`config.mk`:
```
export PLATFORM = sky130hd
export DESIGN_NAME = tdc_fifo_readout_ctrl
export DESIGN_NICKNAME = d
export VERILOG_FILES = /design/src/rtl/tdc_readout_pkg.sv /design/src/rtl/tdc_flag_sync.sv /design/src/rtl/tdc_fifo_readout_ctrl.sv
export SDC_FILE = /design/constraint.sdc
export NUM_CORES = 1
export LEC_CHECK = 0
export ABC_AREA = 1
export BUFFER_PORTS_ARGS = -buffer_cell sky130_fd_sc_hd__buf_2
export CORE_MARGIN = 2
export CORE_UTILIZATION = 25
export CTS_CLUSTER_SIZE = 12
export DETAILED_ROUTE_END_ITERATION = 16
export PLACE_DENSITY = 0.48
export SLEW_MARGIN = 15
export SYNTH_ARGS = -nofsm -noshare
export SYNTH_HDL_FRONTEND = slang
export SYNTH_SLANG_ARGS = --single-unit
```
`constraint.sdc`:
```
create_clock -name clk -period 1.6 [get_ports clk]
set_input_delay 0.32 -clock clk [delete_from_list [all_inputs] [get_ports clk]]
set_output_delay 0.32 -clock clk [all_outputs]
set_load 0.02 [all_outputs]
```
`src/rtl/tdc_readout_pkg.sv`:
```
// Shared definitions for the TDC FIFO readout controller.
//   TDC_DATA_WIDTH : width of the TDC chip read bus
//   ADR_FIFO1/2    : chip register addresses of the two result FIFOs
//   state_e        : readout FSM state encoding
package tdc_readout_pkg;

  localparam int TDC_DATA_WIDTH = 28;

  localparam logic [3:0] ADR_FIFO1 = 4'h8;  // channels 0-3
  localparam logic [3:0] ADR_FIFO2 = 4'h9;  // channels 4-7

  typedef enum logic [2:0] {
    ST_IDLE    = 3'd0,
    ST_SEL     = 3'd1,
    ST_RD_LOW  = 3'd2,
    ST_RD_HIGH = 3'd3,
    ST_DONE    = 3'd4
  } state_e;

endpackage

```
`src/rtl/tdc_flag_sync.sv`:
```
// Two-flop synchroniser for an asynchronous, active-high status flag.
// Resets to 1 so an empty flag reads "empty" until the real value arrives.
// Ports:
//   clk     in  clock
//   resetn  in  synchronous active-low reset
//   async_i in  asynchronous flag
//   sync_o  out flag synchronised to clk (two-cycle latency)
module tdc_flag_sync (
  input  logic clk,
  input  logic resetn,
  input  logic async_i,
  output logic sync_o
);

  logic meta_q, meta_d;
  logic sync_q, sync_d;

  always_comb begin
    meta_d = async_i;
    sync_d = meta_q;
  end

  always_ff @(posedge clk) begin
    if (!resetn) begin
      meta_q <= 1'b1;
      sync_q <= 1'b1;
    end else begin
      meta_q <= meta_d;
      sync_q <= sync_d;
    end
  end

  assign sync_o = sync_q;

endmodule

```
`src/rtl/tdc_fifo_readout_ctrl.sv`:
```
// Drains the TDC chip's two result FIFOs after each measurement shot and
// forwards each word as {adr, data} with a one-cycle set strobe; a one-cycle
// save strobe closes every accepted shot, even one with no data.
// Ports:
//   clk, resetn       clock, synchronous active-low reset
//   enable_i          readout allowed
//   shot_done_i       pulse: start draining
//   tdc_ef1_i/ef2_i   async FIFO empty flags (addr 8 / addr 9)
//   tdc_data_i        chip read bus
//   tdc_csn_o/rdn_o   chip select / read strobe, active low
//   tdc_adr_o         chip register address (8 or 9)
//   set_flag_o        pulse: tdc_time_data_o holds a new word
//   tdc_time_data_o   last word read, {adr, data}
//   save_flag_o       pulse: shot complete
//   busy_o            FSM not idle
//   shot_dropped_o    pulse: shot_done_i was ignored
//   word_limit_o      sticky: MAX_WORDS reached in this shot
//
// state      | meaning
// -----------+-----------------------------------------------------------
// ST_IDLE    | waiting for an accepted shot_done_i
// ST_SEL     | chip selected, address settling; decide read / next FIFO / done
// ST_RD_LOW  | read strobe low for RD_LOW_CYC cycles, data captured on last
// ST_RD_HIGH | read strobe high for RD_HIGH_CYC cycles, set_flag in first
// ST_DONE    | chip deselected, save_flag pulse
module tdc_fifo_readout_ctrl
  import tdc_readout_pkg::*;
#(
  parameter int RD_LOW_CYC  = 4,
  parameter int RD_HIGH_CYC = 3,
  parameter int MAX_WORDS   = 16
) (
  input  logic                      clk,
  input  logic                      resetn,
  input  logic                      enable_i,
  input  logic                      shot_done_i,
  input  logic                      tdc_ef1_i,
  input  logic                      tdc_ef2_i,
  input  logic [TDC_DATA_WIDTH-1:0] tdc_data_i,
  output logic                      tdc_csn_o,
  output logic                      tdc_rdn_o,
  output logic [3:0]                tdc_adr_o,
  output logic                      set_flag_o,
  output logic [31:0]               tdc_time_data_o,
  output logic                      save_flag_o,
  output logic                      busy_o,
  output logic                      shot_dropped_o,
  output logic                      word_limit_o
);

  localparam logic [7:0] LOW_LOAD  = 8'(RD_LOW_CYC - 1);
  localparam logic [7:0] HIGH_LOAD = 8'(RD_HIGH_CYC - 1);
  localparam logic [7:0] MAX_W     = 8'(MAX_WORDS);

  state_e      state_q, state_d;
  logic        fifo2_q, fifo2_d;        // 0: reading FIFO1, 1: reading FIFO2
  logic [7:0]  cnt_q, cnt_d;            // shared RD_LOW / RD_HIGH down-counter
  logic [7:0]  words_q, words_d;
  logic [31:0] data_q, data_d;
  logic        limit_q, limit_d;
  logic        dropped_q, dropped_d;

  logic ef1_sync, ef2_sync, ef_sel;
  logic shot_accept, cnt_tc;

  tdc_flag_sync u_sync_ef1 (
    .clk     (clk),
    .resetn  (resetn),
    .async_i (tdc_ef1_i),
    .sync_o  (ef1_sync)
  );

  tdc_flag_sync u_sync_ef2 (
    .clk     (clk),
    .resetn  (resetn),
    .async_i (tdc_ef2_i),
    .sync_o  (ef2_sync)
  );

  assign ef_sel      = fifo2_q ? ef2_sync : ef1_sync;
  assign shot_accept = (state_q == ST_IDLE) && shot_done_i && enable_i;
  assign cnt_tc      = (cnt_q == 8'd0);

  // State register
  always_ff @(posedge clk) begin
    if (!resetn) begin
      state_q   <= ST_IDLE;
      fifo2_q   <= 1'b0;
      cnt_q     <= 8'd0;
      words_q   <= 8'd0;
      data_q    <= 32'd0;
      limit_q   <= 1'b0;
      dropped_q <= 1'b0;
    end else begin
      state_q   <= state_d;
      fifo2_q   <= fifo2_d;
      cnt_q     <= cnt_d;
      words_q   <= words_d;
      data_q    <= data_d;
      limit_q   <= limit_d;
      dropped_q <= dropped_d;
    end
  end

  // Next state
  always_comb begin
    state_d = state_q;
    unique case (state_q)
      ST_IDLE: begin
        if (shot_accept) state_d = ST_SEL;
      end
      ST_SEL: begin
        if (ef_sel) begin
          if (fifo2_q) state_d = ST_DONE;
        end else begin
          state_d = ST_RD_LOW;
        end
      end
      ST_RD_LOW: begin
        if (cnt_tc) state_d = ST_RD_HIGH;
      end
      ST_RD_HIGH: begin
        if (cnt_tc) begin
          if ((words_q == MAX_W) || !enable_i) state_d = ST_DONE;
          else                                 state_d = ST_SEL;
        end
      end
      ST_DONE: state_d = ST_IDLE;
      default: state_d = ST_IDLE;
    endcase
  end

  // Datapath next values
  always_comb begin
    fifo2_d   = fifo2_q;
    cnt_d     = cnt_q;
    words_d   = words_q;
    data_d    = data_q;
    limit_d   = limit_q;
    dropped_d = shot_done_i && !shot_accept;

    unique case (state_q)
      ST_IDLE: begin
        if (shot_accept) begin
          fifo2_d = 1'b0;
          words_d = 8'd0;
          limit_d = 1'b0;
        end
      end
      ST_SEL: begin
        if (ef_sel) begin
          if (!fifo2_q) fifo2_d = 1'b1;
        end else begin
          cnt_d = LOW_LOAD;
        end
      end
      ST_RD_LOW: begin
        if (cnt_tc) begin
          data_d  = {tdc_adr_o, tdc_data_i};
          words_d = words_q + 8'd1;
          cnt_d   = HIGH_LOAD;
        end else begin
          cnt_d = cnt_q - 8'd1;
        end
      end
      ST_RD_HIGH: begin
        if (!cnt_tc)              cnt_d   = cnt_q - 8'd1;
        else if (words_q == MAX_W) limit_d = 1'b1;
      end
      default: ;
    endcase
  end

  // Outputs
  always_comb begin
    tdc_csn_o   = 1'b1;
    tdc_rdn_o   = 1'b1;
    set_flag_o  = 1'b0;
    save_flag_o = 1'b0;
    busy_o      = (state_q != ST_IDLE);
    unique case (state_q)
      ST_SEL:     tdc_csn_o = 1'b0;
      ST_RD_LOW: begin
        tdc_csn_o = 1'b0;
        tdc_rdn_o = 1'b0;
      end
      ST_RD_HIGH: begin
        tdc_csn_o  = 1'b0;
        // counter still holds its load value only in the first RD_HIGH cycle
        set_flag_o = (cnt_q == HIGH_LOAD);
      end
      ST_DONE:    save_flag_o = 1'b1;
      default: ;
    endcase
  end

  assign tdc_adr_o       = fifo2_q ? ADR_FIFO2 : ADR_FIFO1;
  assign tdc_time_data_o = data_q;
  assign shot_dropped_o  = dropped_q;
  assign word_limit_o    = limit_q;

endmodule

```
==> qor.csv, run 1 <==
metric,value,unit
dpl.cell_count,556,
crit_chain,inv_2 > ha_4 > nand2_4 > nor3_4 > buf_6,
synthTopCellsByArea,"dfxtp_1 44%, nor2_1 13%, nand2_1 7.8%, inv_1 4.6%, o21ai_0 4.3%",
status,"complete, but fails checks",
io_buffer_count,71,
postRouteAntennaNets,0,
power_density,1920,nW/um2
crit_path_max_fanout,4,
period_share,101,%
numCtsBuffers,5,
dieArea,11000,um2
start_util,25.9,%
grt_start_max_net_pins,22,
hold_buffers,0,
fillers,1089,
antenna_found_initial,0,
drc,0,
grt_first_pass_wirelength,10900,um
syn_inst,357,
synth_top_cell_area_share,44.0,%
diodes,0,
power_frac_seq,31.5,%
dp_hpwl,4810,um
area_growth,36.8,%
fp.dieH,105,um
synth.cell_area,2550,um2
combPwrFrac,54.3,%
grtUsageTotal,11.9,%
root_buffer,clkbuf_8,
yosysMostFrequentCell,nor2_1,
arrival,1.30,ns
cts_tree,built,
rsz0062_at_grt,true,
first_pass_iters,4,
finalHoldViolCount,0,
maxCapViolCount,0,
post_drt_wl_per_cell,11.4,um
coreArea,9820,um2
post-place-ws,0.0418,ns
holdWs,0.198,ns
path_class,reg2out,
ctsHtreeMaxLevel,2,
drt_iter0_markers,90,
critPathMaxStageDelay,0.35,ns
p_leak,0.00163,uW
drive_gt1_share,36.0,%
crit_required,1.28,ns
synthTopCellsByCount,"91 x nor2_1, 56 x dfxtp_1, 53 x nand2_1",
crit_slowest_cell,dfxtp_2,
row_count,36,
ys_warn_count,0,
io_pins,77,
yosys_register_bits,56,
synth_cell_type_count,28,
path_clk_slew,0.11,ns
synth_edf_count,0,
hold_path_class,in2reg,
p_sw,2980,uW
cts_sinks,56,
vias,2442,
instances_no_fill,578,
finalSetupTns,-0.0189,ns
first_global_vias,2262,
worstSetupEndpointType,output pin,
wirelength,6590,um
clockPowerShare,14.2,%
internal_power,3690,uW
ys_seq_area_share,44.0,%
setup_viol,1,
synth_top_area_cell,dfxtp_1,
synth-async-reset-ratio,0,%
p_sw_share,44.7,%
gp_congestion,0.866,
finalNetCount,483,
synthFlopType,dfxtp_1,
power.total,6670,uW
max_freq,0.618,GHz
ir_drop,0.000550,V
worstSetupStartpointType,flop,
viasPerCell,4.22,
syn_area_per_cell,7.13,um2
clk_latency,0.31,ns
ctsLongestPathBuffers,2,
die_x,105,um
grt.overflow.total,0,
setup_ws,-0.0189,ns
skew,0.00691,ns
violations,setup timing,
slew_violations,0,
period_minus_slack,1.62,ns
-- layout by cell type (no fill, tap or decap), types with 5 or more instances in the layout --
cell      synthesis  routed
nor2_1           91      86
clkbuf_8          0       5
nand2_2           6       8
buf_4             9      16
inv_2             4       5
o21ai_1          11      12
nor2_4            3       6
inv_1            31      28
o21ai_0          22      20
nand3_1          18      14
a21oi_1          12      12
dfxtp_2           0       5
dfxtp_1          56      47
nand3_2           1       5
nand2_4           3       6
nor2_2            3       5
buf_2             1      70
conb_1            2       5
nand2_1          53      45
-- worst max-delay path: cells and delay by family, from the launching register on --
family                   cells  cell delay [ns]
AND/OR/NAND/NOR              2             0.26
adder cells (fa/ha/maj)      1             0.14
flip-flops                   1             0.35
buffers and inverters        2             0.23
-- final timing paths --
kind / from / endpoint / slack, ns / depth (start not counted)
worst max-delay path: cnt_q[0] / set_flag_o / -0.02 / 5
worst min register to register: u_sync_ef1.meta_q / u_sync_ef1.sync_o / 0.42 / 1
worst max register to register: cnt_q[6] / cnt_q[0] / 0.01 / 10
worst min-delay path: tdc_ef2_i / u_sync_ef2.meta_q / 0.20 / 2
-- final cells by class --
class                   count  area (um2)  share of cell area (%)
inverters                  36         145                    4.17
clock inverters             3        42.5                    1.22
flip-flops and latches     56        1140                    32.8
repair buffers             94         581                    16.7
multi-input cells         251        1340                    38.4
clock buffers               5        68.8                    1.98
well taps                 133         166                    4.78
-- state kept, by name (all words and copies together) (netlist names) --
register	count
u_sync_ef2.meta_q	1
shot_dropped_o	1
state_q	3
words_q	8
u_sync_ef1.meta_q	1
u_sync_ef1.sync_o	1
tdc_time_data_o	30
fifo2_q	1
word_limit_o	1
u_sync_ef2.sync_o	1
cnt_q	8
-- layer usage --
metal / vias up / global-route usage [%] / part of all wire [%]
met3: 5 / 2.37 / 4.8
met2: 63 / 20.0 / 48
met5: - / 0 / 0
met4: 0 / 2.86 / 0.73
li1: 1276 / - / -
met1: 1098 / 15.7 / 46
-- logic make-up after synthesis --
| logic type | count (synthesis) | share of synthesized area [%] |
|---|---|---|
| compound gates | 47 | 9.44 |
| xor+xnor | 2 | 0.688 |
| fa+ha+maj | 5 | 2.46 |
| buf+inv | 53 | 9.88 |
| flops | 56 | 44.0 |
| other cells | 2 | 0.295 |
| simple gates | 192 | 33.2 |
-- power groups by stage --
| stage | Combinational (uW) | Clock [uW] | Sequential (uW) |
|---|---|---|---|
| 5_1_grt | 3980 | 1050 | 2160 |
| 6_report | 3620 | 948 | 2100 |
| 4_1_cts | 3060 | 985 | 2070 |
| 2_1_floorplan | 1830 | 0 | 2320 |
| 3_3_place_gp | 2840 | 0 | 2060 |
| 3_5_place_dp | 2850 | 0 | 2070 |
-- repair_timing --
item,in CTS,in global routing
gates resized for setup,20,42
pin swaps,3,15
buffers inserted,5,9
setup endpoints to repair,3,45
-- per-stage QoR --
stage	instance area (um2)	util, %
global route	3480	35.5
CTS	3260	33.2
finish	3480	35.5
global placement	3060	31.1
floorplan	2560	-
detailed placement	3060	31.1
Power figures use the tool's default switching activity.
==> run 2, diff against run 1 <==
--- a/config.mk
+++ b/config.mk
@@ -7,7 +7,7 @@
 export LEC_CHECK = 0
 export ABC_AREA = 1
 export BUFFER_PORTS_ARGS = -buffer_cell sky130_fd_sc_hd__buf_2
-export CORE_MARGIN = 2
+export CORE_MARGIN = 10
 export CORE_UTILIZATION = 25
 export CTS_CLUSTER_SIZE = 12
 export DETAILED_ROUTE_END_ITERATION = 16
==> qor.csv, run 2 (synthesis results as in run 1) <==
metric,value,unit,change
cts_sinks,56,,unchanged
ctsLongestPathBuffers,2,,unchanged
grtUsageTotal,9.24,%,-2.7 points
grt_start_max_net_pins,29,,+32%
area_growth,31.3,%,
diodes,0,,unchanged
die_x,121,um,+15%
final_core_util,33.9,%,-1.6 points
path_class,reg2out,,
dp_hpwl,5370,um,+12%
finalNetCount,478,,-1.0%
cts_tree,built,,
post_drt_wl_per_cell,12.3,um,+8.1%
clk_latency,0.31,ns,about the same
status,finished clean,,
rr_worst_depth,9,,-1
period_share,99.4,%,-1.8 points
root_buffer,clkbuf_8,,
p_sw,2790,uW,-6.4%
row_count,36,,unchanged
grt.overflow.total,0,,unchanged
worstSetupStartpointType,flop,,
finalSetupTns,0,ns,+0.0189 ns
gp_congestion,0.869,,+0.37%
dieArea,14600,um2,+33%
skew,0.00525,ns,-0.00166 ns
finalHoldViolCount,0,,unchanged
clockPowerShare,15.3,%,+1.1 points
ir_drop,0.000645,V,+17%
r2r-end,tdc_time_data_o[28],,
drc,0,,unchanged
drive_gt1_share,32.3,%,-3.7 points
coreArea,9860,um2,+0.46%
hold_buffers,0,,unchanged
crit_path_max_fanout,3,,-1
wirelength,7060,um,+7.1%
io_buffer_count,71,,unchanged
power_frac_seq,33.5,%,+2.0 points
layout_commonest_cell,nor2_1,,
power.total,6240,uW,-6.4%
drt_iter0_markers,108,,+20%
first_pass_iters,4,,unchanged
grt_first_pass_wirelength,11300,um,+4.1%
path_clk_slew,0.10,ns,about the same
instances_no_fill,573,,-0.87%
cp-endpoint,set_flag_o,,
dpl.cell_count,555,,-0.18%
combPwrFrac,51.2,%,-3.1 points
layout_common_cells,"89 x nor2_1, 70 x buf_2, 50 x nand2_1",,
io_pins,77,,unchanged
r2r_slack,0.10,ns,+0.09 ns
antenna_found_initial,0,,unchanged
internal_power,3460,uW,-6.3%
period_minus_slack,1.59,ns,-0.0291 ns
start_util,25.8,%,-0.12 points
maxCapViolCount,0,,unchanged
r2r_start,cnt_q[1],,
worstSetupEndpointType,output pin,,
fp.dieH,121,um,+15%
vias,2370,,-2.9%
slew_violations,0,,unchanged
setup_viol,0,,-1
hold_path_class,in2reg,,
p_sw_share,44.7,%,about the same
rsz0062_at_grt,true,,
crit_start,cnt_q[0],,
fillers,1079,,-0.92%
arrival,1.27,ns,-0.03 ns
power_density,1870,nW/um2,-2.4%
postRouteAntennaNets,0,,unchanged
max_freq,0.629,GHz,+1.8%
viasPerCell,4.14,,-2.1%
ctsHtreeMaxLevel,2,,unchanged
first_global_vias,2301,,+1.7%
p_leak,0.00158,uW,-2.9%
crit_required,1.28,ns,about the same
numCtsBuffers,5,,unchanged
largest_register_ff_count,30,,unchanged
[run 2: layout make-up]
cell class | instances | area (um2) | share of cell area (%)
repair buffers | 89 | 522 | 15.6
clock inverters | 3 | 47.5 | 1.42
multi-input cells | 251 | 1260 | 37.7
clock buffers | 5 | 68.8 | 2.06
well taps | 133 | 166 | 4.98
flip-flops and latches | 56 | 1130 | 34.0
inverters | 36 | 143 | 4.27
[run 2: routing by layer]
metal,vias up,routed length [um],part of all wire [%],track usage (%)
met5,-,0,0,0
met4,0,57,0.81,2.41
met3,4,431,6.1,2.93
met2,47,3340,47,15.3
met1,1053,3230,46,11.3
li1,1266,-,-,-
[run 2: worst min path at each step]
stage,start,to,cells after the start,slack [ns]
after detailed placement,u_sync_ef2.meta_q,u_sync_ef2.sync_o,1,0.40
after CTS,tdc_ef2_i,u_sync_ef2.meta_q,2,0.20
after global placement,u_sync_ef2.meta_q,u_sync_ef2.sync_o,1,0.40
after global routing,tdc_ef2_i,u_sync_ef2.meta_q,2,0.21
final,tdc_ef1_i,u_sync_ef1.meta_q,2,0.22
after floorplan,u_sync_ef1.meta_q,u_sync_ef1.sync_o,1,0.39
[run 2: what timing repair did]
action	CTS	global route
endpoints found under the setup margin	3	11
resized for setup	19	16
pin swaps	2	6
buffers inserted	4	6
[run 2: stage by stage]
stage          hold WS (ns)  area, um2  worst slack, ns
6_report              0.215       3340           0.0102
5_1_grt               0.209       3340          -0.0369
4_1_cts               0.199       3250          -0.0249
3_5_place_dp          0.401       3050            0.122
3_3_place_gp          0.398       3050            0.133
2_1_floorplan         0.393       2560            0.191
[run 2: power groups by stage]
stage / Clock [uW] / Sequential, uW / Combinational (uW)
3_5_place_dp: 0 / 2070 / 2880
3_3_place_gp: 0 / 2050 / 2880
4_1_cts: 1010 / 2060 / 3000
6_report: 953 / 2090 / 3200
2_1_floorplan: 0 / 2320 / 1830
5_1_grt: 1060 / 2150 / 3580
[run 2: critical path, stage by stage (launching register included)]
cell and delay, ns:
dfxtp_2 0.36, inv_4 0.07, ha_4 0.13, nand2_4 0.05
nor3_4 0.21, buf_6 0.15
